<file path="config.mk">
export PLATFORM = sky130hd
export DESIGN_NAME = pbs_gadget_decomposer
export DESIGN_NICKNAME = d
export VERILOG_FILES = /design/src/rtl/pbs_decomp_pkg.sv /design/src/rtl/pbs_decomp_digit.sv /design/src/rtl/pbs_gadget_decomposer.sv
export SDC_FILE = /design/constraint.sdc
export NUM_CORES = 1
export LEC_CHECK = 0
export ABC_CLOCK_PERIOD_IN_PS = 4400
export CAP_MARGIN = 0
export CORE_MARGIN = 3
export CORE_UTILIZATION = 45
export DETAILED_ROUTE_END_ITERATION = 10
export PLACE_DENSITY = 0.92
export SYNTH_ARGS = -nofsm -noshare
export SYNTH_HDL_FRONTEND = slang
export SYNTH_HIERARCHICAL = 1
export SYNTH_SLANG_ARGS = --single-unit
</file>
<file path="constraint.sdc">
create_clock -name clk -period 4.4 [get_ports clk]
set_input_delay 0.44 -clock clk [delete_from_list [all_inputs] [get_ports clk]]
set_output_delay 0.44 -clock clk [all_outputs]
set_load 0.01 [all_outputs]
</file>
<file path="src/rtl/pbs_decomp_pkg.sv">
`default_nettype none
// ============================================================================
// Module   : pbs_decomp_pkg
// Brief    : Shared types, defaults and width helpers for the gadget decomposer.
// Revision : 1.0
// ============================================================================
package pbs_decomp_pkg;

    localparam int DEF_MOD_Q_W = 64;
    localparam int DEF_PBS_L   = 1;
    localparam int DEF_PBS_B_W = 23;
    localparam int DEF_CHUNK   = 4;

    localparam int DIGIT_W     = DEF_PBS_B_W + 1;
    localparam int LVL_W       = $clog2(DEF_PBS_L) + 1;
    localparam int ROUND_SHIFT = DEF_MOD_Q_W - DEF_PBS_L * DEF_PBS_B_W;

    typedef enum logic [0:0] {
        ST_IDLE = 1'b0,
        ST_RUN  = 1'b1
    } state_t;

    typedef logic signed [DIGIT_W-1:0] digit_t;

    // Derived widths for a non-default configuration.
    function automatic int digit_w(input int b_w);
        return b_w + 1;
    endfunction

    function automatic int lvl_w(input int l);
        return $clog2(l) + 1;
    endfunction

    function automatic int round_shift(input int q_w, input int l, input int b_w);
        return q_w - l * b_w;
    endfunction

endpackage
`default_nettype wire

</file>
<file path="src/rtl/pbs_decomp_digit.sv">
`default_nettype none
// ============================================================================
// Module   : pbs_decomp_digit
// Brief    : One coefficient, one level: balanced signed digit plus carry out.
// Revision : 1.0
// ============================================================================
module pbs_decomp_digit #(
    parameter int PBS_B_W = 23
) (
    input  logic [PBS_B_W-1:0] i_slice,
    input  logic               i_cin,
    input  logic               i_next_lsb,
    output logic [PBS_B_W:0]   o_digit,
    output logic               o_cout
);

    localparam logic [PBS_B_W:0] c_half = (PBS_B_W + 1)'(1) << (PBS_B_W - 1);
    localparam logic [PBS_B_W:0] c_base = (PBS_B_W + 1)'(1) << PBS_B_W;

    logic [PBS_B_W:0] w_d;
    logic             w_wrap;

    // A tie at exactly H rounds toward an even next slice.
    always_comb begin
        w_d     = {1'b0, i_slice} + {{PBS_B_W{1'b0}}, i_cin};
        w_wrap  = (w_d > c_half) || ((w_d == c_half) && i_next_lsb);
        o_cout  = w_wrap;
        o_digit = w_wrap ? (w_d - c_base) : w_d;
    end

endmodule
`default_nettype wire

</file>
<file path="src/rtl/pbs_gadget_decomposer.sv">
`default_nettype none
// ============================================================================
// Module   : pbs_gadget_decomposer
// Brief    : Streaming signed gadget decomposer, PBS_L digits per coefficient,
//            least-significant level first. Optional PBS_DECOMP_CARRY_OUT_EN
//            exposes the final wrap carry and a sticky rounding-overflow flag.
// Revision : 1.0
// ============================================================================
module pbs_gadget_decomposer
    import pbs_decomp_pkg::*;
#(
    parameter int MOD_Q_W = DEF_MOD_Q_W,
    parameter int PBS_L   = DEF_PBS_L,
    parameter int PBS_B_W = DEF_PBS_B_W,
    parameter int CHUNK   = DEF_CHUNK
) (
    input  logic                             clk,
    input  logic                             a_rst,
    input  logic [CHUNK*MOD_Q_W-1:0]         in_data,
    input  logic                             in_vld,
    output logic                             in_rdy,
    output logic [CHUNK*(PBS_B_W+1)-1:0]     out_data,
    output logic [$clog2(PBS_L):0]           out_level,
    output logic                             out_last,
    output logic                             out_vld,
    input  logic                             out_rdy
`ifdef PBS_DECOMP_CARRY_OUT_EN
    ,
    output logic [CHUNK-1:0]                 out_carry,
    output logic                             round_ovf
`endif
);

    localparam int c_digit_w = digit_w(PBS_B_W);
    localparam int c_lvl_w   = lvl_w(PBS_L);
    localparam int c_rw      = PBS_L * PBS_B_W;
    localparam int c_shift   = round_shift(MOD_Q_W, PBS_L, PBS_B_W);

    localparam logic [c_lvl_w-1:0] c_lvl_top = c_lvl_w'(PBS_L - 1);
    localparam logic [c_lvl_w-1:0] c_lvl_one = c_lvl_w'(1);

    generate
        if (c_rw > MOD_Q_W) begin : g_bad_cfg
            $fatal(1, "pbs_gadget_decomposer: PBS_L*PBS_B_W exceeds MOD_Q_W");
        end
    endgenerate

    state_t                          r_state;
    state_t                          w_state_nxt;
    logic                            r_live;
    logic [c_lvl_w-1:0]              r_level;
    logic                            r_last;
    logic [CHUNK-1:0][c_rw-1:0]      r_slice;
    logic [CHUNK-1:0]                r_carry;
    logic [CHUNK-1:0][c_digit_w-1:0] r_digit;

    logic [CHUNK-1:0][c_rw-1:0]      w_round;
    logic [CHUNK-1:0][c_rw-1:0]      w_src;
    logic [CHUNK-1:0][c_rw-1:0]      w_rest;
    logic [CHUNK-1:0][c_digit_w-1:0] w_digit;
    logic [CHUNK-1:0]                w_next_lsb;
    logic [CHUNK-1:0]                w_cin;
    logic [CHUNK-1:0]                w_cout;
    logic [CHUNK-1:0]                w_ovf;
    logic                            w_in_hs;
    logic                            w_out_hs;
    logic                            w_step;
    logic                            w_unused;

    assign out_vld   = (r_state == ST_RUN);
    assign out_level = r_level;
    assign out_last  = r_last;
    assign out_data  = r_digit;

    assign in_rdy   = r_live & ((r_state == ST_IDLE) |
                                ((r_state == ST_RUN) & (r_level == '0) & out_rdy));
    assign w_in_hs  = in_vld & in_rdy;
    assign w_out_hs = out_vld & out_rdy;
    assign w_step   = w_out_hs & (r_level != '0);

    // Coefficient bits below the rounding point never reach the digits.
    assign w_unused = ^{in_data, w_ovf};

    // The first level is computed straight from the rounded input so the
    // first beat is valid one cycle after the input handshake; the remaining
    // slices shift down so the active slice always sits at bit 0.
    generate
        for (genvar i = 0; i < CHUNK; i++) begin : g_lane
            if (c_shift == 0) begin : g_no_round
                assign w_round[i] = in_data[i*MOD_Q_W +: c_rw];
                assign w_ovf[i]   = 1'b0;
            end else begin : g_round
                assign w_round[i] = in_data[i*MOD_Q_W + c_shift +: c_rw]
                                  + {{(c_rw-1){1'b0}}, in_data[i*MOD_Q_W + c_shift - 1]};
                assign w_ovf[i]   = (&in_data[i*MOD_Q_W + c_shift +: c_rw])
                                  & in_data[i*MOD_Q_W + c_shift - 1];
            end

            assign w_src[i] = w_in_hs ? w_round[i] : r_slice[i];
            assign w_cin[i] = w_in_hs ? 1'b0 : r_carry[i];

            if (c_rw > PBS_B_W) begin : g_multi
                assign w_next_lsb[i] = w_src[i][PBS_B_W];
                assign w_rest[i]     = {{PBS_B_W{1'b0}}, w_src[i][c_rw-1:PBS_B_W]};
            end else begin : g_single
                assign w_next_lsb[i] = 1'b0;
                assign w_rest[i]     = '0;
            end

            pbs_decomp_digit #(
                .PBS_B_W   (PBS_B_W)
            ) u_digit (
                .i_slice    (w_src[i][PBS_B_W-1:0]),
                .i_cin      (w_cin[i]),
                .i_next_lsb (w_next_lsb[i]),
                .o_digit    (w_digit[i]),
                .o_cout     (w_cout[i])
            );
        end
    endgenerate

    always_ff @(posedge clk or posedge a_rst) begin
        if (a_rst) begin
            r_state <= ST_IDLE;
        end else begin
            r_state <= w_state_nxt;
        end
    end

    always_comb begin
        w_state_nxt = r_state;
        case (r_state)
            ST_IDLE: begin
                if (w_in_hs) begin
                    w_state_nxt = ST_RUN;
                end
            end
            ST_RUN: begin
                if (w_out_hs && (r_level == '0) && !w_in_hs) begin
                    w_state_nxt = ST_IDLE;
                end
            end
            default: w_state_nxt = ST_IDLE;
        endcase
    end

    always_ff @(posedge clk or posedge a_rst) begin
        if (a_rst) begin
            r_live  <= 1'b0;
            r_level <= '0;
            r_last  <= 1'b0;
            r_slice <= '0;
            r_carry <= '0;
            r_digit <= '0;
        end else begin
            r_live <= 1'b1;
            if (w_in_hs || w_step) begin
                r_slice <= w_rest;
                r_carry <= w_cout;
                r_digit <= w_digit;
                r_level <= w_in_hs ? c_lvl_top : (r_level - c_lvl_one);
                r_last  <= w_in_hs ? (PBS_L == 1) : (r_level == c_lvl_one);
            end
        end
    end

`ifdef PBS_DECOMP_CARRY_OUT_EN
    logic r_round_ovf;

    always_ff @(posedge clk or posedge a_rst) begin
        if (a_rst) begin
            r_round_ovf <= 1'b0;
        end else if (w_in_hs && (|w_ovf)) begin
            r_round_ovf <= 1'b1;
        end
    end

    assign out_carry = r_carry;
    assign round_ovf = r_round_ovf;
`endif

endmodule
`default_nettype wire

</file>
# Word level (Yosys, flattened, before mapping)
# Index checks and enable logic that the tools add are counted.
[op_classes]
add_sub_neg = 13
order_cmp = 4
mux = 17
bitwise_logic = 9
n_reduce_logical = 4
[ops]
columns = ["operator", "count"]
rows = [
  ["$add A23 B1 Y24", 4],
  ["$gt A24 B23 Y1 const B", 4],
  ["$mux W24", 4],
  ["$sub A24 B24 Y24 const B", 4],
  ["$add A23 B1 Y23", 4],
  ["$mux W23", 4],
  ["$mux W1", 8],
  ["$and A1 B1 Y1", 6],
  ["$logic_and A1 B1 Y1", 2],
  ["$not A1 Y1", 2],
  ["$pmux W1 S2", 1],
  ["$logic_not A1 Y1", 1],
  ["$logic_or A1 B1 Y1", 1],
  ["$or A1 B1 Y1", 1],
  ["$sub A1 B1 Y1 const B", 1],
]
[totals]
regBits = 104
inputBits = 260
output_inout_bits = 100
elab_cells = 56

# Longest topological paths before layout
# Gate-level depths: netlist of the first run.
[logic_depth]
depth_word = 10
depth_mapped = 15
ltp_nobuf = 14

# Hierarchy
# Netlist of the first run, hierarchy kept.
[modules_own_cells]
columns = ["mod", "instances", "cells_each", "area_each_um2", "seq_area_each_um2"]
rows = [
  ["pbs_gadget_decomposer", 1, 616, 6202.2, 2602.5],
  ["pbs_decomp_digit", 4, 101, 721.9, 0.0],
]

# Least setup slack after synthesis of the first run
# OpenSTA, ideal clock, no wires.
[synth_timing]
path_kind = "input-to-reg"
startpoint = "in in_data[168]"
endpoint = "reg r_carry[2]"
setup_time_ps = 125
arrival_ps = 3994
t_required_ps = 4275
path_slack_ps = 281
path_stages = 14
n_path_buf = 1
cell_sequence = "ha_1 -> nand2_1 -> or4b_4 -> buf_6 -> or3_2 -> a21oi_1 -> nand4_1 -> nor4_4 -> nand3_1 -> xnor2_1 -> or4_4 -> o31ai_2 -> nand2_1 -> mux2_2"
[synth_lines]
columns = ["item", "line", "text"]
rows = [
  ["start: declaration", "pbs_gadget_decomposer.sv:19", "input logic [CHUNK*MOD_Q_W-1:0] in_data,"],
  ["end signal: assignment", "pbs_gadget_decomposer.sv:159", "r_carry <= w_cout;"],
  ["end: declaration", "pbs_gadget_decomposer.sv:54", "logic [CHUNK-1:0] r_carry;"],
]

==> results of run 1 <==
-- area by class of cell --
class,instances,area (um2)
clock buffer,10,239.0
timing repair buffer,351,3158
sequential,104,2603
multi-input combinational,860,6250
clock inverter,6,55.05
fill,1594,6955
inverter,16,62.56
tap,265,331.6
-- Yosys cell counts (4+ instances only) --
cell and count:
xor2_1 74, o21ai_0 23, xnor2_1 60, a21oi_1 40, a31oi_1 4, clkbuf_1 20
o31a_1 4, dfrtp_1 104, or3_2 4, and3_1 32, nor4_1 34, nor2_2 4
nor4b_1 4, or4_4 4, nand3_4 4, nand3_2 5, or4_1 28, a32oi_1 4
nor4_4 4, o21bai_1 4, nand4_2 4, nor2_1 75, and2_1 12, a22o_1 4
o31ai_1 21, nand2_1 74, o21ai_2 4, nor3_4 4, buf_2 22, nor3b_1 5
a211o_1 4, nand4_1 25, or3_1 24, mux2_2 100, o31ai_2 4, nand3_1 78
nor2b_1 5, nand2b_2 4, ha_1 20, nor3_1 24, inv_1 16, nand3b_1 4
nand4_4 4, and4_1 7
-- cells in the final DEF (no fill, tap or decap), drive strengths merged, types with 4 or more instances in the layout --
| cell | Yosys | routed |
|---|---|---|
| nand2b | 4 | 4 |
| nor2 | 79 | 79 |
| o21ai | 27 | 27 |
| nor4 | 38 | 38 |
| o21bai | 4 | 4 |
| and2 | 12 | 12 |
| a21oi | 40 | 40 |
| conb | 2 | 5 |
| nor3b | 5 | 5 |
| dfrtp | 104 | 104 |
| or3 | 28 | 28 |
| clkbuf | 20 | 10 |
| nor3 | 28 | 28 |
| clkinv | 0 | 4 |
| xnor2 | 60 | 60 |
| a32oi | 4 | 4 |
| nor2b | 5 | 5 |
| nand4 | 33 | 33 |
| and3 | 32 | 32 |
| clkdlybuf4s50 | 0 | 199 |
| nor4b | 4 | 4 |
| nand2 | 75 | 75 |
| a22o | 4 | 4 |
| ha | 20 | 20 |
| nand3 | 87 | 87 |
| xor2 | 74 | 74 |
| a211o | 4 | 4 |
| buf | 23 | 152 |
| inv | 16 | 17 |
| and4 | 8 | 8 |
| mux2 | 100 | 100 |
| o31a | 4 | 4 |
| nand3b | 4 | 4 |
| or4 | 32 | 32 |
| o31ai | 25 | 25 |
| a31oi | 4 | 4 |
-- metal layers --
layer	part of all wire, %	up-vias	GRT usage, %
met5	0	-	0
met1	42	4467	32.00
met4	1.1	0	4.342
met3	7.5	28	5.576
met2	49	388	43.85
li1	-	4425	-
-- stage by stage --
step	cell area (um2)	setup TNS [ns]	hold WS, ns	utilization (%)	std cells
detailed placement	12400	-0.3351	0.4646	63.11	1596
global route	12700	0	0.4967	64.61	1612
global placement	12400	-0.2443	0.4553	63.11	1596
floorplan	9101	0	0.4721	-	1023
finish	12700	0	0.4816	64.61	1612
CTS	12700	0	0.4823	64.61	1612
-- power groups by stage --
stage	sequential, mW	combinational (mW)	clock [mW]
floorplan	1.14	0.343	0
global placement	1.11	0.818	0
detailed placement	1.12	0.842	0
CTS	1.10	0.848	0.820
global route	1.11	0.910	0.851
finish	1.10	0.849	0.792
-- state kept, by name, indices dropped and copies added, names as in the netlist --
name	flops
out_level	1
r_live	1
out_data	96
r_carry	4
out_vld	1
out_last	1
-- how the worst max path moves through the flow --
stage	startpoint	to	depth (start not counted)
finish	in_data[168]	out_data[71]	14
global route	in_data[168]	out_data[71]	14
CTS	in_data[168]	out_data[71]	14
detailed placement	in_data[168]	out_data[71]	14
global placement	in_data[168]	r_carry[2]	14
floorplan	in_data[168]	r_carry[2]	14
-- kinds of logic after synthesis --
kind of cell | count (synthesis) | share of synthesized area (%)
simple gates | 478 | 31.51
xor+xnor | 134 | 12.91
compound gates | 123 | 8.905
flops | 104 | 28.63
buf+inv | 59 | 2.822
other cells | 2 | 0.08262
fa+ha+maj | 20 | 2.753
mux | 100 | 12.39
-- worst max-delay path, stage by stage --
cell and delay [ns]:
clkdlybuf4s50_1 0.46, ha_1 0.21, nand2_1 0.10, or4b_4 0.57
or4_1 0.53, a21oi_1 0.28, nand2_1 0.14, nor4_4 0.31
nand3_1 0.13, xnor2_1 0.18, or4_4 0.55, o31ai_2 0.23
nor2b_1 0.07, mux2_2 0.27
==> metrics, run 1 <==
post-synth cell types 56; Reg clk slew, reported paths 0.07 ns; P_leak 5.512 nW; Sw Pwr 0.8301 mW; DRC viols 0; R2R Setup Slk 0.51 ns; hold path cells 1; total chip power between 2 and 3 mW; Worst Hold Class reg -> reg; initial antenna violation count 0; fin crit share 95.88%; die height approximately 150 um; PwrDens 215.9 mW/mm2; sw frac 30.28%; skew final 0.006414 ns; Max VDD drop 0.1878 mV; RSZ-0062 raised after global routing no; total grt overflow 0; Primary FF master, synth dfrtp_1; pin count of the biggest net entering global routing 73; # rows 51; Final Hold Vio Count 0; GR Util All Layers 24.94%; io pins 360; Yosys reg bits approximately 100; drt wl/cell 17.55 um; Yosys top cell area share 28.63%; Inserted Clock Buffers 9; worst-skew pair later-pin latency 0.35 ns; DRT Wirelength ~28 mm; area leader, netlist dfrtp_1; Post-Syn Area 0.009090 mm2; Initial Util 46.25%; Hold EP out_last; # setup viols final 0; cells on worst reg2reg path 12; synth top area cells dfrtp_1 29%, mux2_2 12%, xor2_1 7.1%; post-synthesis sequential area ratio 28.63%; relative slew slack 38.08%; Gate Count Post-Synth slightly above 1k; port bufs slightly below 200; worst r2r dst r_carry[0]; fin nets 1622; P_int between 1.5 and 2 mW; CP Max Fanout 6; required time of the critical path 4.64 ns; Layout area overhead 39.70%; CTS tree built; hpwl dp 22.44 mm; hold wc startpoint out_last; Avg Inst Size Synth 8.912 um2; Post-CTS Resized 0; final antenna diode count 0; number of synthesized flops with an enable pin 0; root buffer cell clkbuf_16; Yosys Warn Count 6; Flop pwr share 40.1%; H-tree depth 3; share of layout cells above drive strength 1 24.13%; setup bufs post-CTS 0; Worst setup SP type primary input; vias per std cell 5.774; clock period minus worst slack 4.219 ns; Crit Path Category in -> reg; DRT antenna net count 0; final worst slack 0.1811 ns; DR vias around 9.3k; CTS Sinks about 100; hold-fix buffer count after cts 0; combinational fraction of design power 31.0%; outcome complete, no violations; Slew @ Worst Pin slightly above 0.9 ns; Max Clk Rate 0.2370 GHz; Max-Cap Viols 0; pre-CTS setup slack -0.1664 ns; async set-or-reset flop fraction in the synthesized netlist 100.0%; Clock Tree Buf Depth 2; chip width 148.1 um; RR Startpoint out_level; CP Capture Type register; drt pass-1 iters 5; gp weighted congestion 0.9657; Clock Power Share 28.9%; fin. max-slew vios 0; vias in the first global route around 9.2k; core footprint 0.01965 mm2; initial DRC count 518; Critical Path AT approximately 4.5 ns; first-pass GRT wire length 45.29 mm; Die ar. around 0.022 mm2
Note: power is estimated with default switching activity, not from simulation.
==> run 2: changes to the inputs <==
CORE_MARGIN = 5   (was 3)
GPL_TIMING_DRIVEN = 0   (was unset)
==> run 2 against run 1 <==
Net effect:
- register-to-register slack lost 0.25 ns
- global-route usage shrank 0.95 points
- fmax fell by 2.1%
- sequential cell count did not move
- sequential share of layout area up 0.67 points
- non-clock buffer count is 92 lower
- die area up 5.5%
- total power rose by 0.24%
- hold slack got worse by 0.0055 ns
- combinational power fell by 1%
==> metrics, run 2 (synthesis results as in run 1) <==
# rows 52 (was 51); Cell Area, Placed 0.01146 mm2 (was 0.01240 mm2); chip width 152.1 um (was 148.1 um); CTS Sinks 104 (unchanged); share of layout cells above drive strength 1 22.71% (was 24.13%); filler instances 1631 (was 1594); pin count of the biggest net entering global routing 55 (was 73); Slew @ Worst Pin 0.7584 ns (was 0.9288 ns); gp weighted congestion 0.9184 (was 0.9657); core footprint 0.02004 mm2 (was 0.01965 mm2); Max Clk Rate 0.2320 GHz (was 0.2370 GHz); setup TNS 0 ns (unchanged); fin crit share 97.98% (was 95.88%); Clock Tree Buf Depth 2 (unchanged); required time of the critical path 4.64 ns (about the same); GR Util All Layers 24.00% (was 24.94%); Final Hold Vio Count 0 (unchanged); vias in the first global route 9052 (was 9161); DR vias 9220 (was 9308); final std cells w/o fill 1525 (was 1612); vias per std cell 6.046 (was 5.774); relative slew slack 49.44% (was 38.08%); fin nets 1530 (was 1622); root buffer cell clkbuf_16 (unchanged); Reg clk slew, reported paths 0.07 ns (about the same); Clock Power Share 29.3% (was 28.9%); PwrDens 223.5 mW/mm2 (was 215.9 mW/mm2); Worst Hold Class reg -> reg (unchanged); leading cell types in the layout, fill and taps excluded 187 x clkdlybuf4s50_1, 104 x dfrtp_1, 100 x mux2_2 (was 199 x clkdlybuf4s50_1, 150 x buf_4, 104 x dfrtp_1); final antenna diode count 0 (unchanged); DRC viols 0 (unchanged); combinational fraction of design power 30.5% (was 31.0%); CP Capture Type register (unchanged); drt pass-1 iters 6 (was 5); H-tree depth 3 (unchanged); Die ar. 0.02314 mm2 (was 0.02194 mm2); sw frac 31.63% (was 30.28%); fin. max-slew vios 0 (unchanged); hold-fix buffer count after cts 0 (unchanged); dpl cells 1493 (was 1596); total grt overflow 0 (unchanged); Max VDD drop 0.2095 mV (was 0.1878 mV); Flop pwr share 40.2% (was 40.1%); io pins 360 (unchanged); P_leak 5.135 nW (was 5.512 nW); CP Max Fanout 10 (was 6); Final Util 61.36% (was 64.61%); Critical Path AT 4.55 ns (was 4.46 ns); hold path cells 1 (unchanged); worst-skew pair later-pin latency 0.35 ns (about the same); first-pass GRT wire length 46.73 mm (was 45.29 mm); max reg flops 96 (unchanged); DRT antenna net count 0 (unchanged); drt wl/cell 19.30 um (was 17.55 um); DRT Wirelength 29.43 mm (was 28.30 mm); Sw Pwr 0.8693 mW (was 0.8301 mW); Worst setup SP type primary input (unchanged); Initial Util 45.36% (was 46.25%); skew final 0.006315 ns (was 0.006414 ns); # setup viols final 0 (unchanged); Inserted Clock Buffers 9 (unchanged); initial DRC count 554 (was 518); outcome complete, no violations (unchanged); Crit Path Category in -> reg (unchanged); initial antenna violation count 0 (unchanged); clock period minus worst slack 4.311 ns (was 4.219 ns); fin area 0.01230 mm2 (was 0.01270 mm2); commonest non-fill, non-tap cell in the layout clkdlybuf4s50_1 (unchanged); die height 152.1 um (was 148.1 um); cells on worst reg2reg path 14 (was 12); CTS tree built (unchanged); Hold Slack 0.4762 ns (was 0.4816 ns); Max-Cap Viols 0 (unchanged); P_int 1.879 mW (was 1.912 mW); hpwl dp 22.07 mm (was 22.44 mm); port bufs 199 (unchanged); Layout area overhead 35.26% (was 39.70%)
run 2: repair_timing:
| item | CTS | global route |
|---|---|---|
| pin swaps | 8 | 14 |
| setup buffers | 5 | 12 |
| resized for setup | 42 | 89 |
| endpoints found under the setup margin | 13 | 8 |
run 2: through the flow:
step | setup slack (ns) | power [mW]
floorplan | 0.2815 | 1.487
global placement | -1.054 | 1.883
detailed placement | -1.138 | 1.910
CTS | 0.005078 | 2.737
global route | -0.02428 | 2.871
finish | 0.08883 | 2.748
run 2: final timing paths:
path | slack, ns | from | end
min in group asynchronous | 0.56 | a_rst | out_data[52]
max in group asynchronous | 3.15 | a_rst | out_data[4]
worst max-delay path | 0.09 | in_data[177] | out_data[71]
worst min register to register | 0.48 | out_last | out_last
worst max register to register | 0.26 | out_level | out_data[71]
worst min-delay path | 0.48 | out_last | out_last
run 2: layout make-up:
class / instances / area [um2] / area share, %
multi-input cells: 860 / 6615 / 53.80
flip-flops and latches: 104 / 2603 / 21.17
inverters: 16 / 62.56 / 0.5088
clock inverters: 6 / 51.30 / 0.4172
well taps: 270 / 337.8 / 2.748
clock buffers: 10 / 239.0 / 1.944
plain buffers: 42 / 210.2 / 1.710
repair buffers: 217 / 2177 / 17.71
run 2: critical path, stage by stage:
cell and delay (ns):
clkdlybuf4s50_1 0.51, and3_4 0.23, or4b_4 0.49, buf_6 0.16
or3_2 0.48, a21oi_4 0.20, nand4_1 0.24, nor4_4 0.34
nand3_2 0.14, xnor2_2 0.18, or4_4 0.57, o31ai_4 0.24
nor2b_1 0.07, mux2_2 0.26
run 2: power by group through the flow:
stage / Sequential, mW / Clock (mW) / Combinational, mW
floorplan: 1.14 / 0 / 0.343
global placement: 1.12 / 0 / 0.766
detailed placement: 1.12 / 0 / 0.788
CTS: 1.10 / 0.823 / 0.809
global route: 1.12 / 0.859 / 0.897
finish: 1.11 / 0.805 / 0.837
run 2: routing by layer:
metal | GRT usage (%) | vias to the layer above | share of wire (%)
li1 | - | 4230 | -
met2 | 38.95 | 470 | 47
met3 | 5.745 | 71 | 8.4
met5 | 0 | - | 0
met4 | 7.021 | 0 | 2.6
met1 | 32.00 | 4449 | 42
==> run 3: changes to the inputs <==
SLEW_MARGIN = 10   (was unset)
==> run 3 against run 2 <==
Net effect:
- wire length rose by 0.29%
- total power rose by 1.2%
- core utilization fell by 0.41 points
- via count barely moved
- hold slack improved by 0.0049 ns
- clock power rose by 4.8%
- combinational power fell by 0.5%
- sequential power barely moved
- largest cell class unchanged
- sequential share of layout area rose by 0.14 points
==> metrics, run 3 (synthesis results as in run 1) <==
relative slew slack 51.73% (was 49.44%); required time of the critical path 4.64 ns (about the same); Max VDD drop 0.2239 mV (was 0.2095 mV); Initial Util 45.36% (unchanged); CP Capture Type register (unchanged); chip width 152.1 um (unchanged); Final Util 60.95% (was 61.36%); pin count of the biggest net entering global routing 55 (unchanged); worst stage delay on the critical path 0.57 ns (about the same); drt pass-1 iters 7 (was 6); PwrDens 227.8 mW/mm2 (was 223.5 mW/mm2); GR Util All Layers 24.10% (was 24.00%); RSZ-0062 raised after global routing yes; die height 152.1 um (unchanged); Max Clk Rate 0.2329 GHz (was 0.2320 GHz); P_leak 5.005 nW (was 5.135 nW); vias per std cell 6.064 (was 6.046); io pins 360 (unchanged); worst path buffer plus inverter count 1 (was 2); hpwl dp 22.12 mm (was 22.07 mm); initial DRC count 717 (was 554); leading cell types in the layout, fill and taps excluded 198 x clkdlybuf4s50_1, 104 x dfrtp_1, 100 x mux2_2 (was 187 x clkdlybuf4s50_1, 104 x dfrtp_1, 100 x mux2_2); RR Startpoint out_level (unchanged); Hold Slack 0.4811 ns (was 0.4762 ns); clock period minus worst slack 4.293 ns (was 4.311 ns); Crit Path Category in -> reg (unchanged); skew final 0.002958 ns (was 0.006315 ns); R2R Setup Slk 0.32 ns (was 0.26 ns); CTS Sinks 104 (unchanged); Clock Tree Buf Depth 2 (unchanged); Hold EP out_last (unchanged); fin crit share 97.56% (was 97.98%); outcome complete, no violations (unchanged); Reg clk slew, reported paths 0.07 ns (about the same); fin nets 1524 (was 1530); port bufs 199 (unchanged); Layout area overhead 34.36% (was 35.26%); DRT antenna net count 0 (unchanged); Final Hold Vio Count 0 (unchanged); hold wc startpoint out_last (unchanged); max reg flops 96 (unchanged); Worst Hold Class reg -> reg (unchanged); first-pass GRT wire length 46.88 mm (was 46.73 mm); vias in the first global route 9034 (was 9052); # setup viols final 0 (unchanged); DR vias 9211 (was 9220); Worst setup SP type primary input (unchanged); Slew @ Worst Pin 0.7241 ns (was 0.7584 ns); fin. max-slew vios 0 (unchanged); fin area 0.01221 mm2 (was 0.01230 mm2); total chip power 2.783 mW (was 2.748 mW); hold-fix buffer count after cts 0 (unchanged); total grt overflow 0 (unchanged); drt wl/cell 19.43 um (was 19.30 um); Cell Area, Placed 0.01146 mm2 (about the same); gp weighted congestion 0.9184 (unchanged); crit path cell chain clkdlybuf4s50_1, ha_1, nand2_1, or3_1, or3_1, a21oi_4, nand4_1, nor4_4, nand3_1, xnor2_1, or4_4, o31ai_2, nand2_1, mux2_2 (was clkdlybuf4s50_1, and3_4, or4b_4, buf_6, or3_2, a21oi_4, nand4_1, nor4_4, nand3_2, xnor2_2, or4_4, o31ai_4, nor2b_1, mux2_2); hold path cells 1 (unchanged); Die ar. 0.02314 mm2 (unchanged); H-tree depth 3 (unchanged); Inserted Clock Buffers 9 (unchanged); cells on worst reg2reg path 13 (was 14); initial antenna violation count 0 (unchanged); Crit path max-delay family simple AND/OR/NAND/NOR gates (unchanged); Critical Path AT 4.54 ns (was 4.55 ns); DRC viols 0 (unchanged); worst-skew pair later-pin latency 0.35 ns (about the same); commonest non-fill, non-tap cell in the layout clkdlybuf4s50_1 (unchanged); Multi-input gate area 0.006583 mm2 (was 0.006615 mm2); Max-Cap Viols 0 (unchanged); final antenna diode count 0 (unchanged); core footprint 0.02004 mm2 (unchanged); root buffer cell clkbuf_16 (unchanged); filler instances 1666 (was 1631); CP max stage cell or4_4 (unchanged); CP Max Fanout 10 (unchanged); # rows 52 (unchanged); share of layout cells above drive strength 1 22.10% (was 22.71%); Sequential Area 0.002603 mm2 (unchanged); worst r2r dst out_data[23] (was out_data[71]); CTS tree built (unchanged); DRT Wirelength 29.51 mm (was 29.43 mm)
## run 3: metrics by stage
stage	std cells	setup TNS [ns]	worst slack, ns
after floorplan	1023	0	0.2815
after global placement	1492	-57.98	-1.054
after detailed placement	1493	-15.93	-1.138
after CTS	1514	0	0.009025
after global routing	1519	-0.1003	-0.03855
final	1519	0	0.1072
## run 3: layout make-up
| class | instances | share of cell area (%) |
|---|---|---|
| clock inverters | 7 | 0.6557 |
| inverters | 16 | 0.5327 |
| plain buffers | 41 | 1.701 |
| multi-input cells | 860 | 53.90 |
| clock buffers | 9 | 1.844 |
| well taps | 270 | 2.766 |
| repair buffers | 212 | 17.29 |
| flip-flops and latches | 104 | 21.31 |
## run 3: per-layer routing
layer  routed length (um)  share of wire, %  global-route usage [%]  vias to the layer above
li1                     -                 -                       -                     4224
met3                 2519               8.5                   5.063                       86
met2                13630                46                   39.06                      481
met4                  852               2.9                   7.021                        0
met5                    0                 0                       0                        -
met1                12510                42                   32.64                     4420
## run 3: what timing repair did
action | in CTS | in global routing
pin swaps | 8 | 7
setup endpoints to repair | 11 | 8
resized for setup | 36 | 75
gates cloned | 0 | 0
setup buffers | 5 | 7
endpoints found under the hold margin | 0 | 0
## run 3: how the worst max path moves through the flow
stage,start,to,slack [ns],cells after the start
after floorplan,in_data[168],r_carry[2],0.28,14
after global placement,out_rdy,r_carry[1],-1.05,15
after detailed placement,out_rdy,r_carry[1],-1.14,15
after CTS,out_rdy,r_carry[0],0.009,14
after global routing,in_data[233],r_carry[3],-0.04,14
final,in_data[233],r_carry[3],0.11,14
## run 3: power breakdown
group / total [mW] / internal, mW / switching [mW]
sequential: 1.11 / 1.04 / 0.0622
clock: 0.844 / 0.449 / 0.395
combinational: 0.833 / 0.424 / 0.409
## run 3: worst register-to-register path, delay by kind of cell (launching register included)
family	cells	cell delay [ns]
AND/OR/NAND/NOR	7	2.01
XOR/XNOR	1	0.21
buffers and inverters	2	0.58
AO/OA/AOI/OAI	2	0.48
multiplexers	1	0.26
flip-flops	1	0.43
